`src/rtl/core_bus_arbiter_pkg.sv`:
```
// Shared types for the mar810 bus arbiter: bus widths, FSM/port enums, request payload.
// Latency: n/a (types only).
// Backpressure: n/a.
package core_bus_arbiter_pkg;

  typedef logic [29:0] ptr;     // word address
  typedef logic [31:0] word;
  typedef logic [3:0]  nibble;

  typedef enum logic [1:0] {
    IDLE   = 2'd0,
    BUSY_I = 2'd1,
    BUSY_D = 2'd2
  } arb_state_t;

  typedef enum logic {
    PORT_INSN = 1'b0,
    PORT_DATA = 1'b1
  } arb_port_t;

  // Everything a port hands to the master for one transaction.
  typedef struct packed {
    ptr    addr;
    logic  write;
    word   wdata;
    nibble be;
  } arb_req_t;

  localparam nibble BE_ALL = 4'hF;

  // Saturating +1 for the optional performance counters.
  function automatic word sat_inc(input word v);
    return (v == 32'hFFFF_FFFF) ? v : v + 32'd1;
  endfunction

endpackage

```
`src/rtl/arb_req_latch.sv`:
```
// Single-entry request latch: remembers one start pulse and its payload until granted.
// Latency: pend_o rises the cycle after start_i.
// Backpressure: none; a start while pending overwrites the held request.
module arb_req_latch
  import core_bus_arbiter_pkg::*;
(
  input  logic     clk,
  input  logic     rst,
  input  logic     start_i,
  input  arb_req_t req_i,
  input  logic     clear_i,
  output logic     pend_o,
  output arb_req_t held_o
);

  logic     pend_q;
  arb_req_t held_q;

  // A new start wins over a same-cycle clear so a request is never lost.
  always_ff @(posedge clk) begin
    if (rst) begin
      pend_q <= 1'b0;
      held_q <= '0;
    end else if (start_i) begin
      pend_q <= 1'b1;
      held_q <= req_i;
    end else if (clear_i) begin
      pend_q <= 1'b0;
    end
  end

  assign pend_o = pend_q;
  assign held_o = held_q;

endmodule

```
`src/rtl/core_bus_arbiter.sv`:
```
// Round-robin share of one platform master between the core's fetch and data ports.
// Latency: start at N -> master_start at N+2; *_ready is combinational from master_ready.
// Backpressure: one outstanding master transaction; each port holds one queued request.
// Optional: define ARB_PERF_EN for grant/stall counters exposed as perf_* ports.
module core_bus_arbiter
  import core_bus_arbiter_pkg::*;
(
  input  logic  clk,
  input  logic  rst,
  input  logic  insn_start,
  input  ptr    insn_addr,
  output logic  insn_ready,
  output word   insn_data_rd,
  input  logic  data_start,
  input  ptr    data_addr,
  input  logic  data_write,
  input  word   data_data_wr,
  input  nibble data_data_be,
  output logic  data_ready,
  output word   data_data_rd,
  output logic  master_start,
  output ptr    master_addr,
  output logic  master_write,
  output word   master_data_wr,
  output nibble master_data_be,
  input  logic  master_ready,
  input  word   master_data_rd
`ifdef ARB_PERF_EN
  ,
  output logic [31:0] perf_insn_grants,
  output logic [31:0] perf_data_grants,
  output logic [31:0] perf_stall_cycles
`endif
);

  arb_state_t state_q, state_d;
  arb_port_t  last_q, last_d;
  logic       grant_i, grant_d;
  logic       insn_pend, data_pend;
  arb_req_t   insn_req, data_req, insn_held, data_held;
  logic       mstart_q;
  arb_req_t   mreq_q;

  // Fetches are always full-word reads.
  assign insn_req = '{addr: insn_addr, write: 1'b0, wdata: 32'h0, be: BE_ALL};
  assign data_req = '{addr: data_addr, write: data_write, wdata: data_data_wr, be: data_data_be};

  arb_req_latch u_insn_latch (
    .clk(clk), .rst(rst), .start_i(insn_start), .req_i(insn_req),
    .clear_i(grant_i), .pend_o(insn_pend), .held_o(insn_held)
  );

  arb_req_latch u_data_latch (
    .clk(clk), .rst(rst), .start_i(data_start), .req_i(data_req),
    .clear_i(grant_d), .pend_o(data_pend), .held_o(data_held)
  );

  // State, round-robin pointer and registered master request.
  always_ff @(posedge clk) begin
    if (rst) begin
      state_q  <= IDLE;
      last_q   <= PORT_INSN;
      mstart_q <= 1'b0;
      mreq_q   <= '0;
    end else begin
      state_q  <= state_d;
      last_q   <= last_d;
      mstart_q <= grant_i | grant_d;
      if (grant_i) begin
        mreq_q <= insn_held;
      end else if (grant_d) begin
        mreq_q <= data_held;
      end
    end
  end

  // Grant only from IDLE; when both wait, the port not served last goes first.
  always_comb begin
    state_d = state_q;
    last_d  = last_q;
    grant_i = 1'b0;
    grant_d = 1'b0;
    case (state_q)
      IDLE: begin
        if (insn_pend && (!data_pend || last_q == PORT_DATA)) begin
          grant_i = 1'b1;
          state_d = BUSY_I;
          last_d  = PORT_INSN;
        end else if (data_pend) begin
          grant_d = 1'b1;
          state_d = BUSY_D;
          last_d  = PORT_DATA;
        end
      end
      BUSY_I, BUSY_D: begin
        if (master_ready) state_d = IDLE;
      end
      default: state_d = IDLE;
    endcase
  end

  assign master_start   = mstart_q;
  assign master_addr    = mreq_q.addr;
  assign master_write   = mreq_q.write;
  assign master_data_wr = mreq_q.wdata;
  assign master_data_be = mreq_q.be;

  // A ready seen in IDLE (stale after reset) reaches neither port.
  assign insn_ready   = master_ready & (state_q == BUSY_I);
  assign data_ready   = master_ready & (state_q == BUSY_D);
  assign insn_data_rd = master_data_rd;
  assign data_data_rd = master_data_rd;

`ifdef ARB_PERF_EN
  logic [31:0] perf_ig_q, perf_dg_q, perf_st_q;

  // Saturating grant counters and a per-cycle "someone is waiting" counter.
  always_ff @(posedge clk) begin
    if (rst) begin
      perf_ig_q <= 32'h0;
      perf_dg_q <= 32'h0;
      perf_st_q <= 32'h0;
    end else begin
      if (grant_i) perf_ig_q <= sat_inc(perf_ig_q);
      if (grant_d) perf_dg_q <= sat_inc(perf_dg_q);
      if ((insn_pend && !grant_i) || (data_pend && !grant_d)) perf_st_q <= sat_inc(perf_st_q);
    end
  end

  assign perf_insn_grants  = perf_ig_q;
  assign perf_data_grants  = perf_dg_q;
  assign perf_stall_cycles = perf_st_q;
`endif

`ifndef SYNTHESIS
  // A port may not restart while its previous request is still queued or in flight.
  always_ff @(posedge clk) begin
    if (!rst) begin
      assert (!(insn_start && (insn_pend || (state_q == BUSY_I && !master_ready))));
      assert (!(data_start && (data_pend || (state_q == BUSY_D && !master_ready))));
    end
  end
`endif

endmodule

```
`config.mk`:
```
export PLATFORM = sky130hd
export DESIGN_NAME = core_bus_arbiter
export DESIGN_NICKNAME = d
export VERILOG_FILES = /design/src/rtl/core_bus_arbiter_pkg.sv /design/src/rtl/arb_req_latch.sv /design/src/rtl/core_bus_arbiter.sv
export SDC_FILE = /design/constraint.sdc
export NUM_CORES = 1
export LEC_CHECK = 0
export ABC_AREA = 0
export CORE_ASPECT_RATIO = 2
export CORE_MARGIN = 1
export CORE_UTILIZATION = 35
export CTS_CLUSTER_DIAMETER = 50
export CTS_CLUSTER_SIZE = 25
export DETAILED_ROUTE_END_ITERATION = 7
export PLACE_DENSITY = 0.69
export SLEW_MARGIN = 10
export SYNTH_ARGS = -nofsm -noshare
export SYNTH_HDL_FRONTEND = slang
export SYNTH_SLANG_ARGS = --single-unit
```
`constraint.sdc`:
```
create_clock -name clk -period 1.4 [get_ports clk]
set_clock_uncertainty 0.1 [all_clocks]
set_input_delay 0.28 -clock clk [delete_from_list [all_inputs] [get_ports clk]]
set_output_delay 0.28 -clock clk [all_outputs]
set_load 0.02 [all_outputs]
```
==> key figures, run 1 <==
Outcome
  – Status: finished, violations left
  – Failing checks: setup timing

Placement
  – Pre-CTS WS: -0.519 ns
  – DP HPWL: 12.4 mm
  – Port bufs: between 150 and 200
  – GPL Wtd Cong: ~0.79
  – Placed Area: 8450 sq um

Layout
  – Final Util: 0.485
  – Multi-input logic area: between 2000 and 3000 sq um
  – Fill cells: between 1,500 and 2,000
  – Layout cells sized above 1: 0.252
  – Nets: 926
  – Synth-to-Final Area Change: 36.5%
  – # diodes: 0
  – FF/Latch Area: 3430 sq um
  – Design Area, Final: between 9000 and 10,000 sq um

Run
  – MaxCap Viol Count: 0

Synthesis
  – Post-Syn Area per Cell: between 10 and 15 sq um
  – Synth Area in Adders: 0.00548
  – Synth top cells by count: dfxtp_1, nor2_1, mux2i_1
  – Yosys cell types: 30
  – Post-synth top area share: 0.500
  – Most instantiated library cell after synthesis: dfxtp_1
  – Most area-hungry cell type in the Yosys netlist: dfxtp_1
  – Cell count after synthesis: slightly below 700
  – Largest family of logic cells by synthesized area: compound AO/OA/AOI/OAI gates
  – Simple-gate area share of the yosys netlist: 0.0899
  – Net count after synthesis: a little over 800
  – Ys Warns: 0
  – Post-Synth XOR/XNOR Area: 0
  – Post-synthesis register bit count: ~170
  – Mapped Area: 6840 sq um
  – Share of async-settable or async-resettable flops after synthesis: 0
  – Most used DFF post-synth: dfxtp_1
  – Fraction of synthesized area in multiplexers: 0.142
  – Sequential element share of the synthesized area: 0.500
  – Synth area leaders: dfxtp_1, mux2i_1, buf_4
  – EDFF count, synth: 0
  – Complex-gate fraction of the synthesized area: 0.145

Global route
  – Largest net degree at the start of global routing: 89
  – Initial antenna violation count: 1
  – Total track usage: 0.202
  – Grt total ovfl: 0
  – Vias in the first global route: between 5,000 and 6,000
  – Global-route wire length before repair: between 20 and 30 mm

Clock network
  – Hold Buf Count CTS: 0
  – Worst skew pair latency: 0.42 ns
  – Inserted Clock Buffers: 17
  – Clock Root Buffer: clkbuf_16
  – Clock Path Buffers: 2
  – Clock Sinks: 171
  – Clock Pin Slew Worst Setup and Hold Paths: around 0.060 ns
  – CTS tree: done
  – Htree depth: 4

Power
  – Peak supply drop: approximately 730 uV
  – Switching power: around 3100 uW
  – Switching share of total power: 0.257
  – Static Leak: between 0.003 and 0.004 uW
  – Clock group share of total power: 0.383
  – Logic gate share of total power: 0.181
  – Flop pwr share: 0.436
  – PwrDens: approximately 1300 nW/um^2
  – Internal Power: 9070 uW

Drt
  – Initial DRT Pass Iterations: 6
  – Drt first-iter violations: approximately 160
  – Vias per inst: between 5 and 6
  – Routed wire per std cell: around 19 um
  – DRC: 0
  – Post-route antenna net violation count: 0
  – Final wirelength: roughly 20 mm
  – DR vias: around 5,300

Timing
  – Slew Limit Headroom: 0.707
  – RSZ-0062 raised after global routing: true
  – Slew Limit Fails: 0
  – Final worst path period share: 1.16
  – PnR worst setup slack: -0.224 ns
  – Fin. Hold Viols: 0
  – Fmax: around 620 MHz
  – Count of final setup violators: 75
  – WHS: between 0.2 and 0.25 ns
  – Worst Tran Pin Value: 0.439 ns
  – Crit path time final: ~1.6 ns

Setup path
  – Crit-path max FO: 7
  – CP Launch Type: flip-flop
  – CP Capture Type: flip-flop
  – Worst EP arrival: 1.82 ns
  – CP Class: flip-flop to flip-flop
  – Worst path required time: 1.60 ns

Die
  – Std cell rows: between 70 and 80
  – Initial core utilization: 0.355
  – CORE AREA: slightly below 20,000 sq um
  – Io pins: roughly 270
  – Die Span X: 101 um
  – Chip height: approximately 200 um
  – Die ar.: slightly above 20,000 sq um

Hold path
  – Worst Hold Class: input port to flip-flop
## timing repair
item                                    in CTS  in global routing
buffers inserted                            15                  0
cloned                                       6                  0
hold endpoints to repair                     0                  0
pin swaps                                   16                 23
endpoints found under the setup margin     142                 77
gates resized for setup                    340                 38
## path summary, 6_finish.rpt
check	startpoint	end	slack [ns]	cells past startpoint
worst max-delay path	state_q[1]	master_data_wr[15]	-0.22	9
worst min register to register	master_addr[18]	master_addr[18]	0.35	1
worst min-delay path	rst	master_addr[3]	0.22	3
worst max register to register	state_q[1]	master_data_wr[15]	-0.22	9
## metal layers
layer	global-route usage	routed length (um)
met2	0.371	11000
met1	0.201	7320
met3	0.0376	947
met4	0.143	1040
met5	0	17
## area by class of cell
cell class	count	area share
clock buffers	21	0.0482
inverters	8	0.00321
repair buffers	218	0.221
multi-input cells	373	0.313
well taps	259	0.0347
clock inverters	7	0.0129
flip-flops and latches	171	0.367
## state kept, by name (all words and copies together) (netlist names)
register             flops
master_addr             30
master_data_be           4
u_insn_latch.held_o     31
master_data_wr          32
u_data_latch.pend_o      1
u_insn_latch.pend_o      1
state_q                  2
last_q                   1
master_start             1
u_data_latch.held_o     67
master_write             1
## stage by stage
step                      TNS, ns  instances  total power [uW]
after floorplan             -1.15        673              6580
after global placement     -13.95       1012              7170
after detailed placement   -15.38       1012              7190
after CTS                  -11.24       1060             12300
after global routing       -13.99       1057             12700
final                       -9.98       1057             12200
## cell usage in the layout (no fill, tap or decap), types with 2 or more instances in the layout
| master | instances |
|---|---|
| nor2b_1 | 3 |
| buf_2 | 64 |
| a21oi_1 | 7 |
| nand2b_1 | 2 |
| ha_2 | 2 |
| clkbuf_1 | 3 |
| o32ai_2 | 5 |
| bufinv_16 | 3 |
| buf_8 | 3 |
| o2bb2ai_1 | 16 |
| nand2b_4 | 2 |
| buf_6 | 15 |
| dfxtp_1 | 166 |
| a32oi_2 | 7 |
| clkdlybuf4s50_1 | 98 |
| mux2i_1 | 97 |
| o2bb2ai_2 | 9 |
| buf_12 | 13 |
| nor2_1 | 139 |
| inv_2 | 2 |
| a31oi_4 | 5 |
| and2_4 | 2 |
| clkinvlp_4 | 4 |
| a32oi_1 | 51 |
| a21oi_2 | 2 |
| inv_1 | 6 |
| dfxtp_2 | 5 |
| buf_4 | 20 |
| buf_16 | 5 |
| clkbuf_16 | 17 |
| o21ai_0 | 5 |
| a211oi_2 | 4 |
## critical path, stage by stage (launching register included)
cell     delay (ns)
dfxtp_2        0.33
inv_2          0.06
buf_6          0.10
ha_4           0.17
buf_6          0.12
o21ai_4        0.10
buf_12         0.16
buf_12         0.13
a32oi_2        0.15
nor2_1         0.06
## power by group through the flow
stage	clock network (uW)	registers [uW]	logic, uW
floorplan	0	5460	1120
global placement	0	5400	1770
detailed placement	0	5410	1780
CTS	4800	5310	2190
global route	4980	5340	2360
finish	4670	5320	2210
## cells by family (layout without fill, tap and decap cells)
group                      Yosys count  after routing
buffers and inverters              129            254
and+or+nand+nor                    154            154
adders and majority gates            3              3
muxes                               97             97
DFF                                171            171
AOI/OAI and AO/OA                  119            119
No activity file was read; power rests on OpenSTA's default activity.
==> run 2, diff against run 1 <==
CAP_MARGIN = 20   (was default)
==> results of run 2 <==
No change in the layout: final DEF, timing and power equal those of run 1.
